$ cat config.mk
export PLATFORM = sky130hd
export DESIGN_NAME = nor_cmd_seq
export DESIGN_NICKNAME = d
export VERILOG_FILES = /design/src/rtl/nor_cmd_seq.sv
export SDC_FILE = /design/constraint.sdc
export NUM_CORES = 1
export LEC_CHECK = 0
export BUFFER_PORTS_ARGS = -buffer_cell sky130_fd_sc_hd__clkbuf_2
export CAP_MARGIN = 20
export CORE_AREA = 5 5 104 106
export CTS_CLUSTER_DIAMETER = 200
export CTS_CLUSTER_SIZE = 16
export DETAILED_ROUTE_END_ITERATION = 10
export DIE_AREA = 0 0 109 111
export PLACE_DENSITY = 0.83
export SYNTH_ARGS = -nofsm -noshare
export SYNTH_HDL_FRONTEND = slang
export SYNTH_SLANG_ARGS = --single-unit
$ cat constraint.sdc
create_clock -name wb_clk_i -period 4.4 [get_ports wb_clk_i]
set_clock_uncertainty 0.05 [all_clocks]
set_input_delay 0.22 -clock wb_clk_i [delete_from_list [all_inputs] [get_ports wb_clk_i]]
set_output_delay 0.22 -clock wb_clk_i [all_outputs]
set_load 0.02 [all_outputs]
$ cat src/rtl/nor_cmd_seq.sv
// NOR flash command sequencer: expands READ/PROGRAM/SECTOR_ERASE/RESET into JEDEC
// word sequences on a pipelined Wishbone master, then waits for ready/busy.
module nor_cmd_seq #(
    parameter int unsigned ADDRBITS = 26,
    parameter int unsigned DATABITS = 16,
    parameter int unsigned SETTLE   = 16,
    parameter logic [23:0] TIMEOUT  = 24'd1000000
) (
    input  logic                wb_clk_i,
    input  logic                wb_rst_i,
    input  logic                cmd_valid_i,
    output logic                cmd_ready_o,
    input  logic [1:0]          cmd_op_i,
    input  logic [ADDRBITS-1:0] cmd_addr_i,
    input  logic [DATABITS-1:0] cmd_data_i,
    output logic                rsp_valid_o,
    output logic [DATABITS-1:0] rsp_data_o,
    output logic                rsp_err_o,
    output logic                wbm_cyc_o,
    output logic                wbm_stb_o,
    output logic                wbm_we_o,
    output logic [ADDRBITS-1:0] wbm_adr_o,
    output logic [DATABITS-1:0] wbm_dat_o,
    input  logic [DATABITS-1:0] wbm_dat_i,
    input  logic                wbm_ack_i,
    input  logic                wbm_stall_i,
    input  logic                nor_ry_i
);
    localparam int unsigned CNTW = 24;
    localparam logic [CNTW-1:0] SETTLE_LAST  = (SETTLE == 0) ? '0 : CNTW'(SETTLE - 32'd1);
    localparam logic [CNTW-1:0] TIMEOUT_LAST = (TIMEOUT == '0) ? '0 : TIMEOUT - 24'd1;

    localparam logic [1:0] OP_READ  = 2'd0;
    localparam logic [1:0] OP_PROG  = 2'd1;
    localparam logic [1:0] OP_ERASE = 2'd2;
    localparam logic [1:0] OP_RESET = 2'd3;

    localparam logic [ADDRBITS-1:0] A_555 = ADDRBITS'(12'h555);
    localparam logic [ADDRBITS-1:0] A_2AA = ADDRBITS'(12'h2AA);
    localparam logic [DATABITS-1:0] D_AA  = DATABITS'(8'hAA);
    localparam logic [DATABITS-1:0] D_55  = DATABITS'(8'h55);
    localparam logic [DATABITS-1:0] D_A0  = DATABITS'(8'hA0);
    localparam logic [DATABITS-1:0] D_80  = DATABITS'(8'h80);
    localparam logic [DATABITS-1:0] D_30  = DATABITS'(8'h30);
    localparam logic [DATABITS-1:0] D_F0  = DATABITS'(8'hF0);

    typedef enum logic [2:0] {
        S_IDLE, S_ISSUE, S_WAIT_ACK, S_SETTLE, S_POLL, S_RESP
    } state_t;

    state_t               state_q, state_d;
    logic [2:0]           step_q, step_d;
    logic [1:0]           op_q, op_d;
    logic [ADDRBITS-1:0]  addr_q, addr_d;
    logic [DATABITS-1:0]  data_q, data_d;
    logic [CNTW-1:0]      cnt_q, cnt_d;
    logic [2:0]           last_step;
    logic                 err_d;
    logic [DATABITS-1:0]  rdata_d;
    logic                 seq_we;
    logic [ADDRBITS-1:0]  seq_adr;
    logic [DATABITS-1:0]  seq_dat;

    // Final step index of the latched operation
    always_comb begin
        last_step = 3'd0;
        case (op_q)
            OP_PROG:  last_step = 3'd3;
            OP_ERASE: last_step = 3'd5;
            default:  last_step = 3'd0;
        endcase
    end

    // Sequence table lookup for the word about to be issued
    always_comb begin
        seq_we  = 1'b1;
        seq_adr = A_555;
        seq_dat = D_AA;
        case (op_d)
            OP_READ: begin
                seq_we  = 1'b0;
                seq_adr = addr_d;
                seq_dat = '0;
            end
            OP_PROG: begin
                case (step_d)
                    3'd0: ;
                    3'd1: begin seq_adr = A_2AA; seq_dat = D_55; end
                    3'd2: seq_dat = D_A0;
                    default: begin seq_adr = addr_d; seq_dat = data_d; end
                endcase
            end
            OP_ERASE: begin
                case (step_d)
                    3'd0, 3'd3: ;
                    3'd1, 3'd4: begin seq_adr = A_2AA; seq_dat = D_55; end
                    3'd2: seq_dat = D_80;
                    default: begin seq_adr = addr_d; seq_dat = D_30; end
                endcase
            end
            default: begin
                seq_adr = '0;
                seq_dat = D_F0;
            end
        endcase
    end

    // Next-state logic
    always_comb begin
        state_d = state_q;
        step_d  = step_q;
        op_d    = op_q;
        addr_d  = addr_q;
        data_d  = data_q;
        err_d   = 1'b0;
        rdata_d = '0;
        case (state_q)
            S_IDLE: begin
                if (cmd_valid_i && cmd_ready_o) begin
                    state_d = S_ISSUE;
                    step_d  = 3'd0;
                    op_d    = cmd_op_i;
                    addr_d  = cmd_addr_i;
                    data_d  = cmd_data_i;
                end
            end
            S_ISSUE: begin
                if (!wbm_stall_i) begin
                    state_d = S_WAIT_ACK;
                end else if (cnt_q == TIMEOUT_LAST) begin
                    state_d = S_RESP;
                    err_d   = 1'b1;
                end
            end
            S_WAIT_ACK: begin
                // An ack in the expiry cycle still counts
                if (wbm_ack_i) begin
                    if (step_q != last_step) begin
                        step_d  = step_q + 3'd1;
                        state_d = S_ISSUE;
                    end else if (op_q == OP_READ) begin
                        rdata_d = wbm_dat_i;
                        state_d = S_RESP;
                    end else if (op_q == OP_RESET) begin
                        state_d = S_RESP;
                    end else begin
                        state_d = S_SETTLE;
                    end
                end else if (cnt_q == TIMEOUT_LAST) begin
                    state_d = S_RESP;
                    err_d   = 1'b1;
                end
            end
            S_SETTLE: begin
                if (cnt_q == SETTLE_LAST) state_d = S_POLL;
            end
            S_POLL: begin
                if (nor_ry_i) begin
                    state_d = S_RESP;
                end else if (cnt_q == TIMEOUT_LAST) begin
                    state_d = S_RESP;
                    err_d   = 1'b1;
                end
            end
            S_RESP:  state_d = S_IDLE;
            default: state_d = S_IDLE;
        endcase
        cnt_d = ((state_d != state_q) || (state_q == S_IDLE)) ? '0 : cnt_q + 24'd1;
    end

    // State and registered outputs; outputs reflect the state being entered
    always_ff @(posedge wb_clk_i) begin
        if (wb_rst_i) begin
            state_q     <= S_IDLE;
            step_q      <= '0;
            op_q        <= '0;
            addr_q      <= '0;
            data_q      <= '0;
            cnt_q       <= '0;
            cmd_ready_o <= 1'b1;
            rsp_valid_o <= 1'b0;
            rsp_err_o   <= 1'b0;
            rsp_data_o  <= '0;
            wbm_cyc_o   <= 1'b0;
            wbm_stb_o   <= 1'b0;
            wbm_we_o    <= 1'b0;
            wbm_adr_o   <= '0;
            wbm_dat_o   <= '0;
        end else begin
            state_q     <= state_d;
            step_q      <= step_d;
            op_q        <= op_d;
            addr_q      <= addr_d;
            data_q      <= data_d;
            cnt_q       <= cnt_d;
            cmd_ready_o <= (state_d == S_IDLE);
            rsp_valid_o <= (state_d == S_RESP);
            rsp_err_o   <= err_d;
            rsp_data_o  <= rdata_d;
            wbm_cyc_o   <= (state_d == S_ISSUE) || (state_d == S_WAIT_ACK) ||
                           (state_d == S_SETTLE) || (state_d == S_POLL);
            wbm_stb_o   <= (state_d == S_ISSUE);
            wbm_we_o    <= (state_d == S_ISSUE) && seq_we;
            wbm_adr_o   <= (state_d == S_ISSUE) ? seq_adr : '0;
            wbm_dat_o   <= (state_d == S_ISSUE) ? seq_dat : '0;
        end
    end

endmodule
==> results of run 1 <==
routing by layer:
layer / vias to the layer above / wire length, µm
li1: 2301 / -
met1: 2239 / 5670
met2: 207 / 7159
met3: 37 / 1053
met4: 0 / 400
met5: - / 0
layout make-up:
cell class / count / area [µm²] / area share, %
flip-flops and latches: 138 / 2763 / 37.76
multi-input cells: 394 / 2507 / 34.27
repair buffers: 189 / 1241 / 16.96
clock buffers: 18 / 417.9 / 5.711
clock inverters: 14 / 172.7 / 2.360
well taps: 133 / 166.4 / 2.274
inverters: 13 / 48.80 / 0.6669
where the power goes:
group	switching (W)	leakage (nW)	internal, W	total, W
Combinational	0.000259	1.72	0.000178	0.000437
Sequential	0.0000266	1.12	0.00131	0.00134
Clock	0.000543	0.286	0.000866	0.00141
Total	0.000829	3.13	0.00236	0.00319
state kept, by name, summed over array words and instances (netlist names), 2 cells and up:
register    flops
addr_q         26
data_q         16
state_q         3
step_q          3
cnt_q          24
wbm_dat_o      16
wbm_adr_o      26
rsp_data_o     16
op_q            2
critical path: cells and delay by family, from the launching register on:
family          cells  cell delay, ns
simple gates        3            0.64
flops               1            0.41
xor+xnor            1            0.19
fa+ha+maj           1            0.34
compound gates      3            1.40
buf+inv             1            0.12
final timing paths:
check                start        end  slack [ns]  depth (start not counted)
hold reg to reg   cnt_q[0]   cnt_q[0]        0.41                          1
setup / recovery   op_q[1]   cnt_q[5]        1.11                          9
setup reg to reg   op_q[1]   cnt_q[5]        1.11                          9
hold / removal    nor_ry_i  rsp_err_o        0.07                          4
metrics by stage:
step	setup WS [ns]	instance area, µm²	cells
2_1_floorplan	1.834	5443	566
3_3_place_gp	1.378	6138	808
3_5_place_dp	1.173	6138	808
4_1_cts	1.157	7310	898
5_1_grt	0.9072	7317	899
6_report	1.107	7317	899
logic make-up (layout without fill, tap and decap cells):
kind of cell | count (synthesis) | in the layout
xor+xnor | 27 | 27
mux | 42 | 42
simple gates | 247 | 247
buf+inv | 34 | 234
compound gates | 73 | 73
flops | 138 | 138
fa+ha+maj | 5 | 5
placed cells by master, fill, tap and decap left out, types with 3 or more instances in the layout:
master	instances
dfxtp_1	138
clkbuf_2	129
nor2_1	107
dlygate4sd3_1	58
nand2_1	41
mux2i_1	39
a21oi_1	27
and2_1	23
nor3_1	18
clkbuf_16	16
xor2_1	14
xnor2_1	13
inv_1	13
nand3_1	13
o21ai_0	9
and3_1	6
a21o_1	5
nor4_1	5
ha_1	5
nand2b_1	4
clkinv_4	4
nand3b_1	3
o31ai_1	3
clkinv_2	3
bufinv_16	3
==> impl_metrics.ini, run 1 <==
[detailed_routing]
route.detailed.drc = 0
wl_per_cell_um = 15.89
num_vias = 4784
drtIter0Drc = 326
wl_mm = 14.28
via_per_inst = 5.321
antenna_left = 0
dr.pass1.iters = 5

[power_and_ir_drop]
power.density_nw_per_um2 = 435.5
ir_drop_uv = 340.9
leakagePower_nw = 3.125
total_power_w = 0.003187

[synthesis]
synthAdderAreaFrac_pct = 1.149
avgSynthCellArea_um2 = 9.616
netlist.area_leader.share_pct = 50.76
yosysMostFrequentCell = dfxtp_1
synth_top_family_by_area = simple AND/OR/NAND/NOR gates
async_reset_ff_share_pct = 0
ys_warn_count = 0
synth_common_cells = dfxtp_1 (138), nor2_1 (107), nand2_1 (41)
synth-seq-cells = 138
synthCells = 566
synth_compound_area_share_pct = 9.954
synth_flop_cell = dfxtp_1
synth_area_leader_cell = dfxtp_1
synth_cell_types = 69
muxShareOfSynthArea_pct = 8.000
netlist_area_um2 = 5443
ys_seq_area_share_pct = 50.76
synthTopCellsByArea = dfxtp_1 (51%), nor2_1 (7.4%), mux2i_1 (7.2%)
synth-simple-area-share_pct = 22.41
synth_edf_count = 0
synth_xor_area_share_pct = 4.345
synth.net_count = 637

[sta]
rsz0062_at_grt = false
hold_slack_ns = 0.06695
worst_slew_pin_slew_ns = 1.115
maxSlewViolCount = 0
fin_crit_sh_pct = 74.84
relSlewSlack_pct = 25.66
setup_viol = 0
setup-tns-final_ns = 0
min_period_ns = 3.293
report.final.hold_viol_count = 0
clock.fmax_mhz = 303.7

[place]
place_congestion = 0.8313
portBuffers = 129
dp_hpwl_mm = 8.864

[global_routing]
gr-total-overflow = 0
grt.busiest_layer = met2
track_usage_pct = 23.54
grt_start_max_net_pins = 49
antenna_found_initial = 0
globalRouteMet3Util_pct = 7.280
grt_pass1_wl_mm = 22.78
met2_usage_pct = 39.48
grt_pass1_vias = 4845
use_met1_pct = 27.17

[final_layout]
drive_gt1_share_pct = 25.33
diodes = 0
fin_util_pct = 75.56
fillers = 619
fin_nets = 824
area_delta_synth_final_pct = 34.44

[floorplan]
die_x_um = 109
row_count = 36
fp.coreArea_um2 = 9684
start_util_pct = 56.20
io_pins = 130
fp.dieArea_um2 = 12100
die-height_um = 111

[critical_path]
cp_slowest_cell = o21ai_2
end_kind = register
path_cells = inv_1 > ha_1 > xor2_1 > or3_1 > a21o_1 > a211oi_2 > nor4b_1 > o21ai_2 > nor2_1
cp-start-kind = register
crit_path_max_incr_delay_ns = 0.80
cp.required_ns = 4.72
cp_max_fo = 24
cp.arrival_ns = 3.62
critPathKind = register to register

[min_path]
worstHoldPathType = primary input to register

[clocking]
tritoncts = yes
post_cts.repair.setup_buffers = 0
cts_buffers = 17
root_buffer = clkbuf_8
cts.sinks = 138
path_clk_slew_ns = 0.06
hold_buffers = 58
clk_latency_ns = 0.53
post_cts_resized = 0
clockBufferDepth = 2
htree_levels = 4

[run_status]
status = completed

[flow_run]
drv_cap = 0
No activity file was read; power rests on OpenSTA's default activity.
==> run 2, diff against run 1 <==
- CORE_AREA: 5 5 104 106 -> 5 5 108 110
- DIE_AREA: 0 0 109 111 -> 0 0 113 115
- PLACE_DENSITY: 0.83 -> 0.78
- clock period: 4.4 -> 3.3 ns (I/O delays scaled with it)
==> impl_metrics.ini, run 2 (synthesis gave the netlist of run 1 again) <==
[place]
dp_cells = 820
dp_slack_ns = 0.4124
place_area_um2 = 6185
portBuffers = 129
dp_hpwl_mm = 8.856
place_congestion = 0.8646

[floorplan]
fp.dieArea_um2 = 13000
start_util_pct = 51.33
die_x_um = 113
die-height_um = 115
fp.coreArea_um2 = 10600
io_pins = 130
row_count = 38

[clocking]
path_clk_slew_ns = 0.06
clk_latency_ns = 0.53
clockBufferDepth = 2
post_cts.repair.setup_buffers = 0
htree_levels = 4
cts_buffers = 17
cts.sinks = 138
root_buffer = clkbuf_8
tritoncts = yes

[global_routing]
gr-total-overflow = 0
grt_pass1_wl_mm = 22.05
grt_pass1_vias = 4691
track_usage_pct = 21.38
antenna_found_initial = 0
grt_start_max_net_pins = 48

[final_layout]
final_common_cell = dfxtp_1
fillers = 764
fin_cells = 912
area_delta_synth_final_pct = 36.18
drive_gt1_share_pct = 25.65
largest_registers = addr_q x26, wbm_adr_o x26, cnt_q x24
diodes = 0
final_cell_mix = dfxtp_1 (138), clkbuf_2 (129), nor2_1 (107), dlygate4sd3_1 (60), nand2_1 (41)
fin_nets = 830
final_area_um2 = 7412

[critical_path]
cp_slowest_cell = mux2i_1
cp-start-kind = register
path_cells = inv_1 > ha_1 > xor2_1 > o31ai_1 > mux2i_1 > nand2_1 > nand2b_1 > nor2_1 > o21ba_2
cp.arrival_ns = 3.34
critPathTopFamily = simple AND/OR/NAND/NOR gates
timing.rr.start = op_q[1]
r2r_setup_slack_ns = 0.33
cp.required_ns = 3.67
crit_path_max_incr_delay_ns = 0.53
cp_max_fo = 10
reg2reg_to = wbm_dat_o[3]
rr_worst_depth = 9
end_kind = register
critPathKind = register to register
cp.buffers_inverters = 1

[sta]
report.final.hold_viol_count = 0
fin_crit_sh_pct = 90.02
relSlewSlack_pct = 54.72
min_period_ns = 2.971
worst_slew_pin_slew_ns = 0.6792
fin_ws_ns = 0.3293
maxSlewViolCount = 0
rsz0062_at_grt = false
setup-tns-final_ns = 0
setup_viol = 0
clock.fmax_mhz = 336.6

[detailed_routing]
wl_mm = 13.45
wl_per_cell_um = 14.74
routed.top_layer = met4
antenna_left = 0
wl_met1_mm = 5.756
num_vias = 4638
dr.pass1.iters = 4
route.detailed.drc = 0
wl_met3_um = 689
via_per_inst = 5.086
met2_length_mm = 6.741
drtIter0Drc = 230

[min_path]
hold_path_startpoint = nor_ry_i
holdPathStages = 4
worstHoldPathType = primary input to register
hold_end = rsp_err_o

[power_and_ir_drop]
leakagePower_nw = 3.171
ir_drop_uv = 401.5
power.density_nw_per_um2 = 586.0

[flow_run]
drv_cap = 0

[run_status]
status = completed
## run 2: cell types whose count changed in the layout (fill, tap and decap cells not counted), sizes merged
cell         delta
buf             +4
bufinv          +1
clkbuf          +3
clkinv          -2
dlygate4sd3     +2
inv             -2
## run 2: how the worst max path moves through the flow
stage               slack, ns  startpoint            to  cells past startpoint
finish                   0.33     op_q[1]  wbm_dat_o[3]                      9
global route             0.12     op_q[1]  wbm_dat_o[1]                      9
CTS                      0.39     op_q[1]  wbm_dat_o[3]                      9
detailed placement       0.41     op_q[1]  wbm_dat_o[3]                      9
global placement         0.56     op_q[1]  wbm_dat_o[3]                      9
floorplan                0.73     op_q[1]  wbm_adr_o[0]                      9
## run 2: layout make-up
| cell class | instances | area (µm²) | area share (%) |
|---|---|---|---|
| timing repair buffer | 195 | 1291 | 17.42 |
| multi-input combinational | 394 | 2507 | 33.83 |
| inverter | 13 | 48.80 | 0.6583 |
| clock inverter | 11 | 167.7 | 2.262 |
| sequential | 138 | 2763 | 37.27 |
| clock buffer | 21 | 459.2 | 6.195 |
| tap | 140 | 175.2 | 2.363 |
## run 2: through the flow
step	utilization (%)	total power, W	hold slack, ns
floorplan	-	0.002191	0.2367
global placement	58.33	0.002315	0.3160
detailed placement	58.33	0.002332	0.3206
CTS	69.91	0.004376	0.007555
global route	69.91	0.004511	0.04272
finish	69.91	0.004344	0.06199
## run 2: worst reg2reg max path: cells and delay by family (launching register included)
| kind | cells | cell delay [ns] |
|---|---|---|
| XOR/XNOR | 1 | 0.19 |
| flip-flops | 1 | 0.41 |
| AO/OA/AOI/OAI | 2 | 0.59 |
| adder cells (fa/ha/maj) | 1 | 0.32 |
| buffers and inverters | 1 | 0.11 |
| multiplexers | 1 | 0.53 |
| AND/OR/NAND/NOR | 3 | 0.67 |
## run 2: timing repair
action / 4_1_cts / 5_1_grt
gates resized for setup: 0 / 0
hold buffers: 60 / 0
endpoints found under the hold margin: 95 / 0
## run 2: where the power goes
| group | total (W) | switching (W) | internal, W | leakage [nW] |
|---|---|---|---|---|
| clock network | 0.00198 | 0.000694 | 0.00129 | 0.304 |
| logic | 0.000579 | 0.000337 | 0.000243 | 1.75 |
| registers | 0.00178 | 0.0000329 | 0.00175 | 1.12 |
## run 2: metal layers
layer	global-route usage, %	up-vias
met2	36.53	118
met1	24.96	2185
met5	0	-
met4	10.42	0
met3	5.684	23
li1	-	2312
==> run 3, diff against run 2 <==
- clock period: 3.3 -> 3.35 ns (I/O delays scaled with it)
==> impl_metrics.ini, run 3 (synthesis gave the netlist of run 1 again) <==
[power_and_ir_drop]
ir_drop_uv = 572.4
power.density_nw_per_um2 = 582.6
leakagePower_nw = 3.151

[sta]
worst_slew_pin_slew_ns = 0.6940
setup_viol = 0
fin_crit_sh_pct = 92.04
report.final.hold_viol_count = 0
setup-tns-final_ns = 0
fin_ws_ns = 0.2667
clock.fmax_mhz = 324.3
rsz0062_at_grt = false
relSlewSlack_pct = 53.73
min_period_ns = 3.083
maxSlewViolCount = 0

[critical_path]
r2r_setup_slack_ns = 0.27
critPathKind = register to register
cp_max_fo = 6
cp.required_ns = 3.71
reg2reg_to = wbm_dat_o[7]
cp-start-kind = register
timing.rr.start = op_q[1]
end_kind = register
cp.arrival_ns = 3.44
rr_worst_depth = 9

[detailed_routing]
via_per_inst = 5.153
drtIter0Drc = 256
wl_per_cell_um = 15.30
wl_mm = 13.90
antenna_left = 0
route.detailed.drc = 0
routed.top_layer = met4
dr.pass1.iters = 7
wl_met1_mm = 5.615
num_vias = 4684
met2_length_mm = 7.112
wl_met3_um = 836

[min_path]
holdPathStages = 4
worstHoldPathType = primary input to register
hold_path_startpoint = nor_ry_i
hold_end = rsp_err_o

[floorplan]
start_util_pct = 51.33
io_pins = 130
fp.dieArea_um2 = 13000
fp.coreArea_um2 = 10600
die_x_um = 113
row_count = 38
die-height_um = 115

[final_layout]
fin_nets = 827
fillers = 796
seqCellArea_um2 = 2763
final_cell_mix = dfxtp_1 (138), clkbuf_2 (129), nor2_1 (107), dlygate4sd3_1 (58), nand2_1 (41)
largest_registers = addr_q x26, wbm_adr_o x26, cnt_q x24
final_common_cell = dfxtp_1
final_area_um2 = 7387
drive_gt1_share_pct = 25.75
diodes = 0
multi_input_area_um2 = 2507
area_delta_synth_final_pct = 35.72
fin_cells = 909

[clocking]
cts.sinks = 138
htree_levels = 4
root_buffer = clkbuf_8
clk_latency_ns = 0.52
path_clk_slew_ns = 0.06
tritoncts = yes
cts_buffers = 17
clockBufferDepth = 2

[place]
dp_hpwl_mm = 9.213
dp_slack_ns = 0.3785
dp_cells = 819
place_congestion = 0.8554
place_area_um2 = 6177
portBuffers = 129

[flow_run]
drv_cap = 0

[run_status]
status = completed

[global_routing]
gr-total-overflow = 0
grt_start_max_net_pins = 49
grt_pass1_vias = 4919
track_usage_pct = 22.17
grt_pass1_wl_mm = 23.04
antenna_found_initial = 0
==> run 3: cell types whose count changed in the layout (fill, tap and decap cells not counted) <==
cell           previous run  this run
buf_4                     6         5
clkbuf_1                  1         0
clkbuf_8                  4         1
clkinv_2                  3         0
clkinv_4                  2         4
clkinvlp_4                2         3
dlygate4sd3_1            60        58
inv_6                     0         3
inv_8                     0         1
==> run 3: per-stage QoR <==
stage          total power, W  util, %  hold WS [ns]
6_report             0.004304    69.67       0.03808
5_1_grt              0.004473    69.67       0.04949
4_1_cts              0.004333    69.67      0.002634
3_5_place_dp         0.002302    58.26        0.3207
3_3_place_gp         0.002282    58.26        0.3180
2_1_floorplan        0.002158        -        0.2392
==> run 3: repair_timing <==
action / in CTS / in global routing
buffers inserted: 0 / 0
resized for setup: 0 / 0
hold buffers: 58 / 0
hold endpoints to repair: 91 / 0
==> run 3: how the worst max path moves through the flow <==
| stage | startpoint | end | cells after the start |
|---|---|---|---|
| floorplan | op_q[1] | wbm_adr_o[0] | 9 |
| global placement | op_q[1] | wbm_adr_o[8] | 9 |
| detailed placement | op_q[1] | wbm_adr_o[8] | 9 |
| CTS | op_q[1] | wbm_dat_o[7] | 9 |
| global route | op_q[1] | wbm_dat_o[7] | 9 |
| finish | op_q[1] | wbm_dat_o[7] | 9 |
==> run 3: area by class of cell <==
type	count	share of cell area (%)
repair buffers	192	17.11
flip-flops and latches	138	37.40
multi-input cells	394	33.94
clock buffers	17	5.606
inverters	13	0.6606
well taps	140	2.371
clock inverters	15	2.913
==> run 3: power by group <==
part,total [W],switching (W),internal [W]
clock,0.00197,0.000748,0.00122
combinational,0.000572,0.000335,0.000238
sequential,0.00176,0.0000330,0.00173
==> run 3: critical path: stages (launching register included) <==
cell	delay [ns]
dfxtp_1	0.40
inv_1	0.10
ha_1	0.32
xor2_1	0.18
o31ai_1	0.37
mux2_2	0.45
o21ai_0	0.56
nand2_1	0.16
a32oi_1	0.28
nor2_1	0.07
==> run 3: routing by layer <==
metal  vias up  global-route usage [%]
li1       2304                       -
met1      2206                   25.31
met2       142                   38.78
met3        32                   5.789
met4         0                   10.58
met5         -                       0
